[src/rtl/pipe_pkg.sv]
// Shared definitions for the issue controller in front of the 4-stage
// regbank/ALU/memory pipeline.
package pipe_pkg;
    localparam int REG_W    = 4;
    localparam int ADDR_W   = 8;
    localparam int DATA_W   = 16;
    localparam int PIPE_LAT = 3;

    localparam logic [REG_W-1:0] ADD  = 4'd0;
    localparam logic [REG_W-1:0] SUB  = 4'd1;
    localparam logic [REG_W-1:0] MUL  = 4'd2;
    localparam logic [REG_W-1:0] SEL  = 4'd3;
    localparam logic [REG_W-1:0] AND  = 4'd4;
    localparam logic [REG_W-1:0] OR   = 4'd5;
    localparam logic [REG_W-1:0] XOR  = 4'd6;
    localparam logic [REG_W-1:0] NEGA = 4'd7;
    localparam logic [REG_W-1:0] NEGB = 4'd8;
    localparam logic [REG_W-1:0] SRA  = 4'd9;
    localparam logic [REG_W-1:0] SRL  = 4'd10;
    localparam logic [REG_W-1:0] SLA  = 4'd11;
    localparam logic [REG_W-1:0] FUNC_MAX = SLA;

    typedef struct packed {
        logic [REG_W-1:0]  rs1;
        logic [REG_W-1:0]  rs2;
        logic [REG_W-1:0]  rd;
        logic [REG_W-1:0]  func;
        logic [ADDR_W-1:0] addr;
    } instr_t;

    function automatic logic func_legal(input logic [REG_W-1:0] f);
        return f <= FUNC_MAX;
    endfunction
endpackage

[src/rtl/pipe_issue_fifo.sv]
// Instruction queue ahead of the issue stage; flush empties it in one edge.
module pipe_issue_fifo
    import pipe_pkg::*;
#(
    parameter int DEPTH = 4
) (
    input  logic                   clk1,
    input  logic                   rst,
    input  logic                   push,
    input  logic                   pop,
    input  logic                   flush,
    input  instr_t                 din,
    output instr_t                 dout,
    output logic                   full,
    output logic                   empty,
    output logic [$clog2(DEPTH):0] count
);
    localparam int AW = $clog2(DEPTH);

    instr_t        mem [DEPTH];
    logic [AW-1:0] wr_ptr;
    logic [AW-1:0] rd_ptr;

    assign dout  = mem[rd_ptr];
    assign full  = (count == (AW+1)'(DEPTH));
    assign empty = (count == '0);

    always_ff @(posedge clk1 or posedge rst) begin
        if (rst) begin
            wr_ptr <= '0;
            rd_ptr <= '0;
            count  <= '0;
        end else if (flush) begin
            wr_ptr <= '0;
            rd_ptr <= '0;
            count  <= '0;
        end else begin
            if (push) wr_ptr <= wr_ptr + 1'b1;
            if (pop)  rd_ptr <= rd_ptr + 1'b1;
            case ({push, pop})
                2'b10:   count <= count + 1'b1;
                2'b01:   count <= count - 1'b1;
                default: ;
            endcase
        end
    end

    // Storage needs no reset; count/pointers define what is valid.
    always_ff @(posedge clk1) begin
        if (push && !flush) mem[wr_ptr] <= din;
    end
endmodule

[src/rtl/pipe_issue_ctrl.sv]
// Issue controller: queues instructions, holds the FIFO head while it reads a
// register still being produced by one of the two most recent issues.
module pipe_issue_ctrl
    import pipe_pkg::*;
#(
    parameter int DEPTH = 4,
    parameter int CNT_W = 16
) (
    input  logic              clk1,
    input  logic              rst,
    input  logic              in_valid,
    output logic              in_ready,
    input  logic [REG_W-1:0]  in_rs1,
    input  logic [REG_W-1:0]  in_rs2,
    input  logic [REG_W-1:0]  in_rd,
    input  logic [REG_W-1:0]  in_func,
    input  logic [ADDR_W-1:0] in_addr,
    input  logic              flush,
    output logic              iss_valid,
    output logic [REG_W-1:0]  iss_rs1,
    output logic [REG_W-1:0]  iss_rs2,
    output logic [REG_W-1:0]  iss_rd,
    output logic [REG_W-1:0]  iss_func,
    output logic [ADDR_W-1:0] iss_addr,
    output logic              retire,
    output logic              busy,
    output logic              illegal,
    output logic [CNT_W-1:0]  stall_cnt
);
    instr_t                 in_ins, head, iss_q;
    logic                   full, empty;
    logic [$clog2(DEPTH):0] count;
    logic                   accept, legal, push, hazard, issue, stall;
    logic [REG_W-1:0]       sb_rd;
    logic                   sb_valid;
    logic [PIPE_LAT:1]      vld_pipe;

    assign in_ins   = {in_rs1, in_rs2, in_rd, in_func, in_addr};
    assign in_ready = !full && !flush;
    assign accept   = in_valid && in_ready;
    assign legal    = func_legal(in_func);
    assign push     = accept && legal;

    pipe_issue_fifo #(.DEPTH(DEPTH)) u_fifo (
        .clk1  (clk1),
        .rst   (rst),
        .push  (push),
        .pop   (issue),
        .flush (flush),
        .din   (in_ins),
        .dout  (head),
        .full  (full),
        .empty (empty),
        .count (count)
    );

    // rd lands at end of t+2, so the issuing and the previous instruction
    // are the only producers a new reader can still race.
    assign hazard = (iss_valid && (head.rs1 == iss_q.rd || head.rs2 == iss_q.rd)) ||
                    (sb_valid  && (head.rs1 == sb_rd    || head.rs2 == sb_rd));
    assign issue  = !empty && !hazard && !flush;
    assign stall  = !empty &&  hazard && !flush;

    always_ff @(posedge clk1 or posedge rst) begin
        if (rst) begin
            iss_valid <= 1'b0;
            iss_q     <= '0;
            sb_rd     <= '0;
            sb_valid  <= 1'b0;
            vld_pipe  <= '0;
            illegal   <= 1'b0;
            stall_cnt <= '0;
        end else begin
            iss_valid <= issue;
            if (issue) iss_q <= head;
            sb_rd     <= iss_q.rd;
            sb_valid  <= iss_valid;
            vld_pipe  <= {vld_pipe[PIPE_LAT-1:1], iss_valid};
            illegal   <= accept && !legal;
            if (stall && stall_cnt != {CNT_W{1'b1}})
                stall_cnt <= stall_cnt + 1'b1;
        end
    end

    assign iss_rs1  = iss_q.rs1;
    assign iss_rs2  = iss_q.rs2;
    assign iss_rd   = iss_q.rd;
    assign iss_func = iss_q.func;
    assign iss_addr = iss_q.addr;
    assign retire   = vld_pipe[PIPE_LAT];
    assign busy     = (count != '0) || iss_valid || (|vld_pipe);
endmodule
[config.mk]
export PLATFORM = sky130hd
export DESIGN_NAME = pipe_issue_ctrl
export DESIGN_NICKNAME = d
export VERILOG_FILES = /design/src/rtl/pipe_pkg.sv /design/src/rtl/pipe_issue_fifo.sv /design/src/rtl/pipe_issue_ctrl.sv
export SDC_FILE = /design/constraint.sdc
export NUM_CORES = 1
export LEC_CHECK = 0
export BUFFER_PORTS_ARGS = -buffer_cell sky130_fd_sc_hd__buf_2
export CAP_MARGIN = 20
export CORE_MARGIN = 3
export CORE_UTILIZATION = 25
export DETAILED_ROUTE_END_ITERATION = 16
export GPL_ROUTABILITY_DRIVEN = 0
export GPL_TIMING_DRIVEN = 0
export SLEW_MARGIN = 20
export SYNTH_ARGS = -nofsm -noshare
export SYNTH_HDL_FRONTEND = slang
export SYNTH_SLANG_ARGS = --single-unit
[constraint.sdc]
create_clock -name clk1 -period 4.63 [get_ports clk1]
set_clock_uncertainty 0.1 [all_clocks]
set_input_delay 1.1575 -clock clk1 [delete_from_list [all_inputs] [get_ports clk1]]
set_output_delay 1.1575 -clock clk1 [all_outputs]
set_load 0.01 [all_outputs]
# == Yosys cells after proc, flatten, opt, wreduce, memory -nomap -nowiden ==
# Memory sizes are Yosys's and may differ from the RTL's.
# Index checks and enable logic that the tools add are counted.
# classes
n_addsub,5
eq_ne,8
reduce_logical,28
n_lt_le_gt_ge,1
multipliers,0
shifts,0
div_mod_pow,0
n_bitwise,0
muxes,8
# op_table
operator,count
"16-bit by 1-bit adder with 16-bit output, second input constant",1
4-bit == test,4
"16-bit inequality test, second input constant",1
1-bit logical AND,12
2-bit 2-to-1 mux,4
3-bit one-hot mux with 2 select lines,1
3-bit nonzero test,2
1-bit logical NOT,5
1-bit logical OR,5
"2-bit by 1-bit adder with 2-bit output, second input constant",2
"4-bit <= comparator, second input constant",1
2-bit nonzero test,2
"3-bit by 1-bit adder with 3-bit output, second input constant",1
"3-bit == test, second input constant",1
3-bit logical NOT,1
3-bit 2-to-1 mux,1
3-bit OR reduction,1
"3-bit by 1-bit subtractor with 3-bit output, second input constant",1
"2-bit by 1-bit == test with 1-bit output, second input constant",1
"2-bit == test, second input constant",1
1-bit 2-to-1 mux,2
# totals
rom_bits,0
elab_cells,65
ramBits,96
ff_bits,57
n_memories,1
latchBits,0
# memory_table
name,depth,word_bits,read_ports,rd_clocked_by_memory_dff,write_ports,line,text
u_fifo.mem,4,24,1,0,1,pipe_issue_fifo.sv:20,instr_t mem [DEPTH];

# == Longest topological paths before layout ==
# An unclocked memory read counts as a cell.
# depth
depth_word,11
ltp_mapped,13
depth_no_buf,10

# == Cells and area by module ==
# Synthesis repeated with hierarchy kept, for this count alone.
# hier_totals
cells_unflattened,336
area_unflattened_um2,6159.7
# modules_own_cells
mod,n_inst,area_each_um2,seq_area_each_um2,cells_each
pipe_issue_fifo,1,3951.3,3057.9,170
pipe_issue_ctrl,1,2208.4,1226.2,166

# == Least setup slack after synthesis ==
# No wires, ideal clock.
# synth_path
kind,register to register
startpoint,register u_fifo.rd_ptr[0]
endpoint,register u_fifo.count[1]
path_slack_ps,1336
path_stages_with_launch,14
arrival_ps,3049
setup_time_ps,145
t_required_ps,4385
synth_period_minus_slack_ps,3294
cell_sequence,dfrtp_1 > buf_6 > buf_12 > mux4_2 > xnor2_1 > nand4_1 > a21boi_4 > nor4_4 > buf_6 > and2_1 > fa_1 > nor3b_1 > mux2i_1 > o211ai_1
# synth_between
elab_chain_len,11
# synth_lines
element,line,text
from (decl),pipe_issue_fifo.sv:22,logic [AW-1:0] rd_ptr;
from (signal assigned),pipe_issue_fifo.sv:39,if (pop) rd_ptr <= rd_ptr + 1'b1;
memory 4 x 24 bit (*),--,
4-bit == test (on tied branches),"pipe_issue_ctrl.sv:59, pipe_issue_ctrl.sv:60",
1-bit logical OR (on tied branches),"pipe_issue_ctrl.sv:59, pipe_issue_ctrl.sv:60",
1-bit logical AND (on tied branches),"pipe_issue_ctrl.sv:59, pipe_issue_ctrl.sv:60",
1-bit logical OR (*),pipe_issue_ctrl.sv:59,assign hazard = (iss_valid && (head.rs1 == iss_q.rd || head.rs2 == iss_q.rd)) ||
1-bit logical NOT (*),pipe_issue_ctrl.sv:61,assign issue = !empty && !hazard && !flush;
1-bit logical AND (*) (2 in series),pipe_issue_ctrl.sv:61,
via issue,pipe_issue_ctrl.sv:33,"logic accept, legal, push, hazard, issue, stall;"
2-bit by 1-bit == test with 1-bit output or 2-bit == test (tied branches),pipe_issue_fifo.sv:40,"case ({push, pop})"
3-bit one-hot mux with 2 select lines,pipe_issue_fifo.sv:40,
3-bit 2-to-1 mux,pipe_issue_fifo.sv:33,end else if (flush) begin
to (signal assigned),pipe_issue_fifo.sv:41,2'b10: count <= count + 1'b1;
to (signal assigned),pipe_issue_fifo.sv:42,2'b01: count <= count - 1'b1;
to (decl),pipe_issue_fifo.sv:16,output logic [$clog2(DEPTH):0] count
# The timed path passes the listed nets; every way through them passes the cells marked *.
# A chain may end at the register's enable or synchronous reset.

# == Worst setup path after layout ==
# Ends and elaborated chain as after synthesis.

==> reports/results.env <==
OUTCOME='completed'
CRITICAL_PATH.MOST_COMMON_CELL='sky130_fd_sc_hd__buf_6'
LATER_PIN_CLOCK_LATENCY_IN_THE_SKEW_REPORT_PS=420
SYNTH_AREA_LEADERS='sky130_fd_sc_hd__edfxtp_1 47%, sky130_fd_sc_hd__dfrtp_1 23%, sky130_fd_sc_hd__mux4_1 5.9%'
SETUP_SLACK_PS=855
FINISH.NET_COUNT=466
DESTINATION_OF_THE_WORST_HOLD_PATH='vld_pipe[3]$_DFF_PP0_'
HOLD_PATH_DEPTH=0
GRT_START_MAX_NET_PINS=39
FIRST_GLOBAL_VIAS=3514
SETUP_REPAIR_AFTER_GLOBAL_ROUTING_MISSED_ITS_MARGIN='no'
ACHIEVABLE-FREQUENCY_MHz=265
CORE.ROWCOUNT=56
TOTAL_NETS_AFTER_SYNTHESIS=374
TIMING.CRITICAL_PATH.TO_TYPE='flip-flop'
DIE_HEIGHT_UM=163
SLEW_HEADROOM=0.266
MET2_TRACK_DEMAND_OVER_RESOURCE=0.178
GROUTE.USAGE.OVERALL=0.105
GLOBAL_ROUTE_WIRE_LENGTH_BEFORE_REPAIR_MM=20.8
YOSYS.CELL_COUNT.TOP_TYPE='sky130_fd_sc_hd__edfxtp_1'
SETUP_VIOLATIONS=0
START_UTIL=0.259
SYNTH-WARNING-COUNT=0
HOLD_PATH_CLASS='reg2reg'
MIN_PERIOD_OVER_PERIOD=0.815
YS_TYPES=43
CRITICAL_PATH_CELL_BY_CELL='buf_6 -> buf_12 -> mux4_2 -> xnor2_1 -> nand4_1 -> a21boi_4 -> nor4_4 -> buf_6 -> and2_1 -> fa_1 -> nor3b_1 -> mux2i_1 -> o211ai_1'
SYNTH_TOP_AREA_SHARE=0.466
H-TREE-DEPTH=4
NETLIST_INSTANCES=340
MAX_CAP_VIOLATION_COUNT=0
DRT_WL_TOTAL_MM=13.3
HIGHEST_UTILIZATION_ROUTING_LAYER_AT_THE_GLOBAL_ROUTE_STAGE='met2'
DRT_ITER0_MARKERS=168
SYNTH_SEQUENTIAL_AREA_RATIO=0.692
SETUP_CP_TYPE='reg2reg'
WORSTMARGINPINSLEW_PS=1090
YOSYS-TOP-CELLS-COUNT='96 x sky130_fd_sc_hd__edfxtp_1, 56 x sky130_fd_sc_hd__dfrtp_1, 25 x sky130_fd_sc_hd__mux2_2'
GROUTE.LAYER.MET3.USAGE=0.0327
GRT-OVFL-TOTAL=0
FINAL.HOLD.WORST_SLACK_PS=277
VIASPERCELL=4.38
POWER_DENSITY_mW_PER_MM2=577
VIA_COUNT_OF_THE_ROUTED_DESIGN=3348
SYNTH_ASYNC_SR_FLOP_SHARE=0.368
DIE_X_UM=163
HPWL_MM=8.87
HOLD_PATH.STARTPOINT='vld_pipe[2]$_DFF_PP0_'
PEAK_FANOUT_ALONG_THE_CRITICAL_PATH=10
HOLDBUFCOUNTCTS=0
CRITICAL_PATH_AT_PS=3940
CTS_RESIZED=0
REG2REG_FROM='u_fifo.rd_ptr[0]$_DFFE_PP0P_'
NUM_IO_PINS=73
FF2FF_SETUP_SLACK_PS=860
SYNTH_TOP_FLOP_CELL='sky130_fd_sc_hd__edfxtp_1'
SYNTH_ENABLE_FLOP_CELLS=96
REMAINING_DRC_ERRORS=0
CTS_BUFFERS=17
PORT_BUFFERS=72
CTS.SINK_COUNT=152
ANTENNA_CELLS=0
MET1_USAGE=0.129
SYNTH_TOP_CELL_BY_AREA='sky130_fd_sc_hd__edfxtp_1'
DP.CELLS=732
POST-CTS-SETUP-BUFFER-COUNT=0
POST_SYNTH_INSTANCE_AREA_MM2=0.00619
DIE_OUTLINE_AREA_MM2=0.0267
POWER_LEAKAGE_nW=2.88
ROUTEDWLPERCELL_UM=17.5
DRT_FIRST_PASS_ITERS=4
FIN_CRIT_PS=3770
CPMAXSTAGEDELAYCELL='sky130_fd_sc_hd__nor4_4'
CLOCK_TREE.ROOT_CELL='sky130_fd_sc_hd__clkbuf_16'
FINAL-MAX-SLEW-VIOLATION-COUNT=0
INITIAL_ANTENNA_VIOLATION_COUNT=1
FINAL_CELLS=764
WORST-R2R-CELL-COUNT=13
POSTSYNTHREGISTERBITS=152
CORE_MM2=0.0239
TIMING.CRITICAL_PATH.FROM='u_fifo.rd_ptr[0]$_DFFE_PP0P_'
TIMING.SETUP.TNS_PS=0
MAX-CLOCK-PATH-BUFFERS=2
FINAL_COUNT_OF_HOLD_TIMING_VIOLATIONS=0
STARTPOINT_TYPE='flip-flop'
CLK_TRANSITION_REPORTED_PATHS_PS=70
VDD.IR_DROP.WORST_mV=0.266
PRECTSSETUPSLACK_PS=815
CTS_TREE='yes'
LAYOUT_OVERHEAD_ON_THE_SYNTHESIZED_AREA_PCT=22.2
MAX_STAGE_DELAY_PS=610
POST_ROUTE_CELLS_DRIVE_ABOVE_1_SHARE=0.357
SYNTH.AVG_CELL_AREA_UM2=18.2
WORST-ENDPOINT-REQUIRED_PS=4790
WORST_R2R_ENDPOINT='u_fifo.count[1]$_DFFE_PP0P_'
ANT_NETS=0
==> flip-flops by register name (all words and copies together), names as in the netlist <==
signal and cells:
iss_func 4, u_fifo.rd_ptr 2, iss_rd 4, illegal 1, u_fifo.wr_ptr 2, u_fifo.count 3, sb_rd 4, iss_addr 8
u_fifo.mem 96, stall_cnt 16, vld_pipe 3, iss_rs2 4, iss_valid 1, iss_rs1 4
==> worst max path at each step <==
stage                                              to  cells past startpoint  slack, ps
after floorplan           u_fifo.count[1]$_DFFE_PP0P_                     13       1340
after global placement    u_fifo.mem[2][16]$_DFFE_PP_                      6        620
after detailed placement  u_fifo.count[1]$_DFFE_PP0P_                     13        820
after CTS                 u_fifo.count[1]$_DFFE_PP0P_                     13        780
after global routing      u_fifo.count[1]$_DFFE_PP0P_                     12        660
final                     u_fifo.count[1]$_DFFE_PP0P_                     13        860
==> per-stage QoR <==
step / instance area [um^2] / power [mW] / util
2_1_floorplan: 6190 / 2.65 / -
3_3_place_gp: 6950 / 3.02 / 0.291
3_5_place_dp: 6980 / 3.07 / 0.292
4_1_cts: 7560 / 4.43 / 0.316
5_1_grt: 7560 / 4.60 / 0.316
6_report: 7560 / 4.37 / 0.316
==> cells in the final DEF, fill, tap and decap left out, drive strengths merged <==
| cell | instances |
|---|---|
| edfxtp | 96 |
| buf | 82 |
| dfrtp | 56 |
| mux2 | 25 |
| mux4 | 24 |
| clkbuf | 21 |
| xnor2 | 18 |
| xor2 | 15 |
| nor3 | 14 |
| inv | 14 |
| nand2 | 12 |
| nor2 | 8 |
| nand4 | 7 |
| and2 | 7 |
| nand3 | 6 |
| ha | 5 |
| nor4 | 4 |
| a21oi | 3 |
| nor3b | 3 |
| clkinv | 3 |
| a21boi | 2 |
| and4 | 2 |
| and3 | 2 |
| nand3b | 2 |
| o211ai | 2 |
| o21ai | 2 |
| xnor3 | 1 |
| nand4b | 1 |
| mux2i | 1 |
| or3 | 1 |
| nand2b | 1 |
| o41ai | 1 |
| o221ai | 1 |
| nor4b | 1 |
| fa | 1 |
| clkinvlp | 1 |
==> cells by family after synthesis <==
logic type      count (synthesis)  synth area share
flops                         152             0.692
buf+inv                        16            0.0182
fa+ha+maj                       6            0.0133
compound gates                 11            0.0154
simple gates                   71            0.0675
mux                            50             0.143
xor+xnor                       34            0.0503
==> final cells by class <==
class / count / area (um^2)
sequential: 152 / 4280
clock buffer: 17 / 425
fill: 2323 / 16300
clock inverter: 15 / 153
tap: 319 / 399
multi-input combinational: 172 / 1800
inverter: 3 / 13.8
timing repair buffer: 73 / 388
buffer: 13 / 101
==> power by group <==
part	leakage, nW	switching [mW]	internal (mW)
Sequential	1.58	0.150	1.65
Combinational	1.02	0.613	0.605
Clock	0.282	0.627	0.722
==> layer usage <==
layer  share of wire  up-vias
li1                -     1505
met1            0.43     1731
met2            0.50       96
met3           0.056       14
met4           0.010        2
met5         0.00052        -
==> worst max-delay path: cells and delay by family, from the launching register on <==
| family | cells | cell delay [ps] |
|---|---|---|
| muxes | 2 | 730 |
| xor gates and xnor gates | 1 | 150 |
| AOI/OAI and AO/OA | 2 | 230 |
| adders and majority gates | 1 | 440 |
| buffers and inverters | 3 | 570 |
| and+or+nand+nor | 4 | 1070 |
| DFF | 1 | 340 |
No activity file was read; power rests on OpenSTA's default activity.
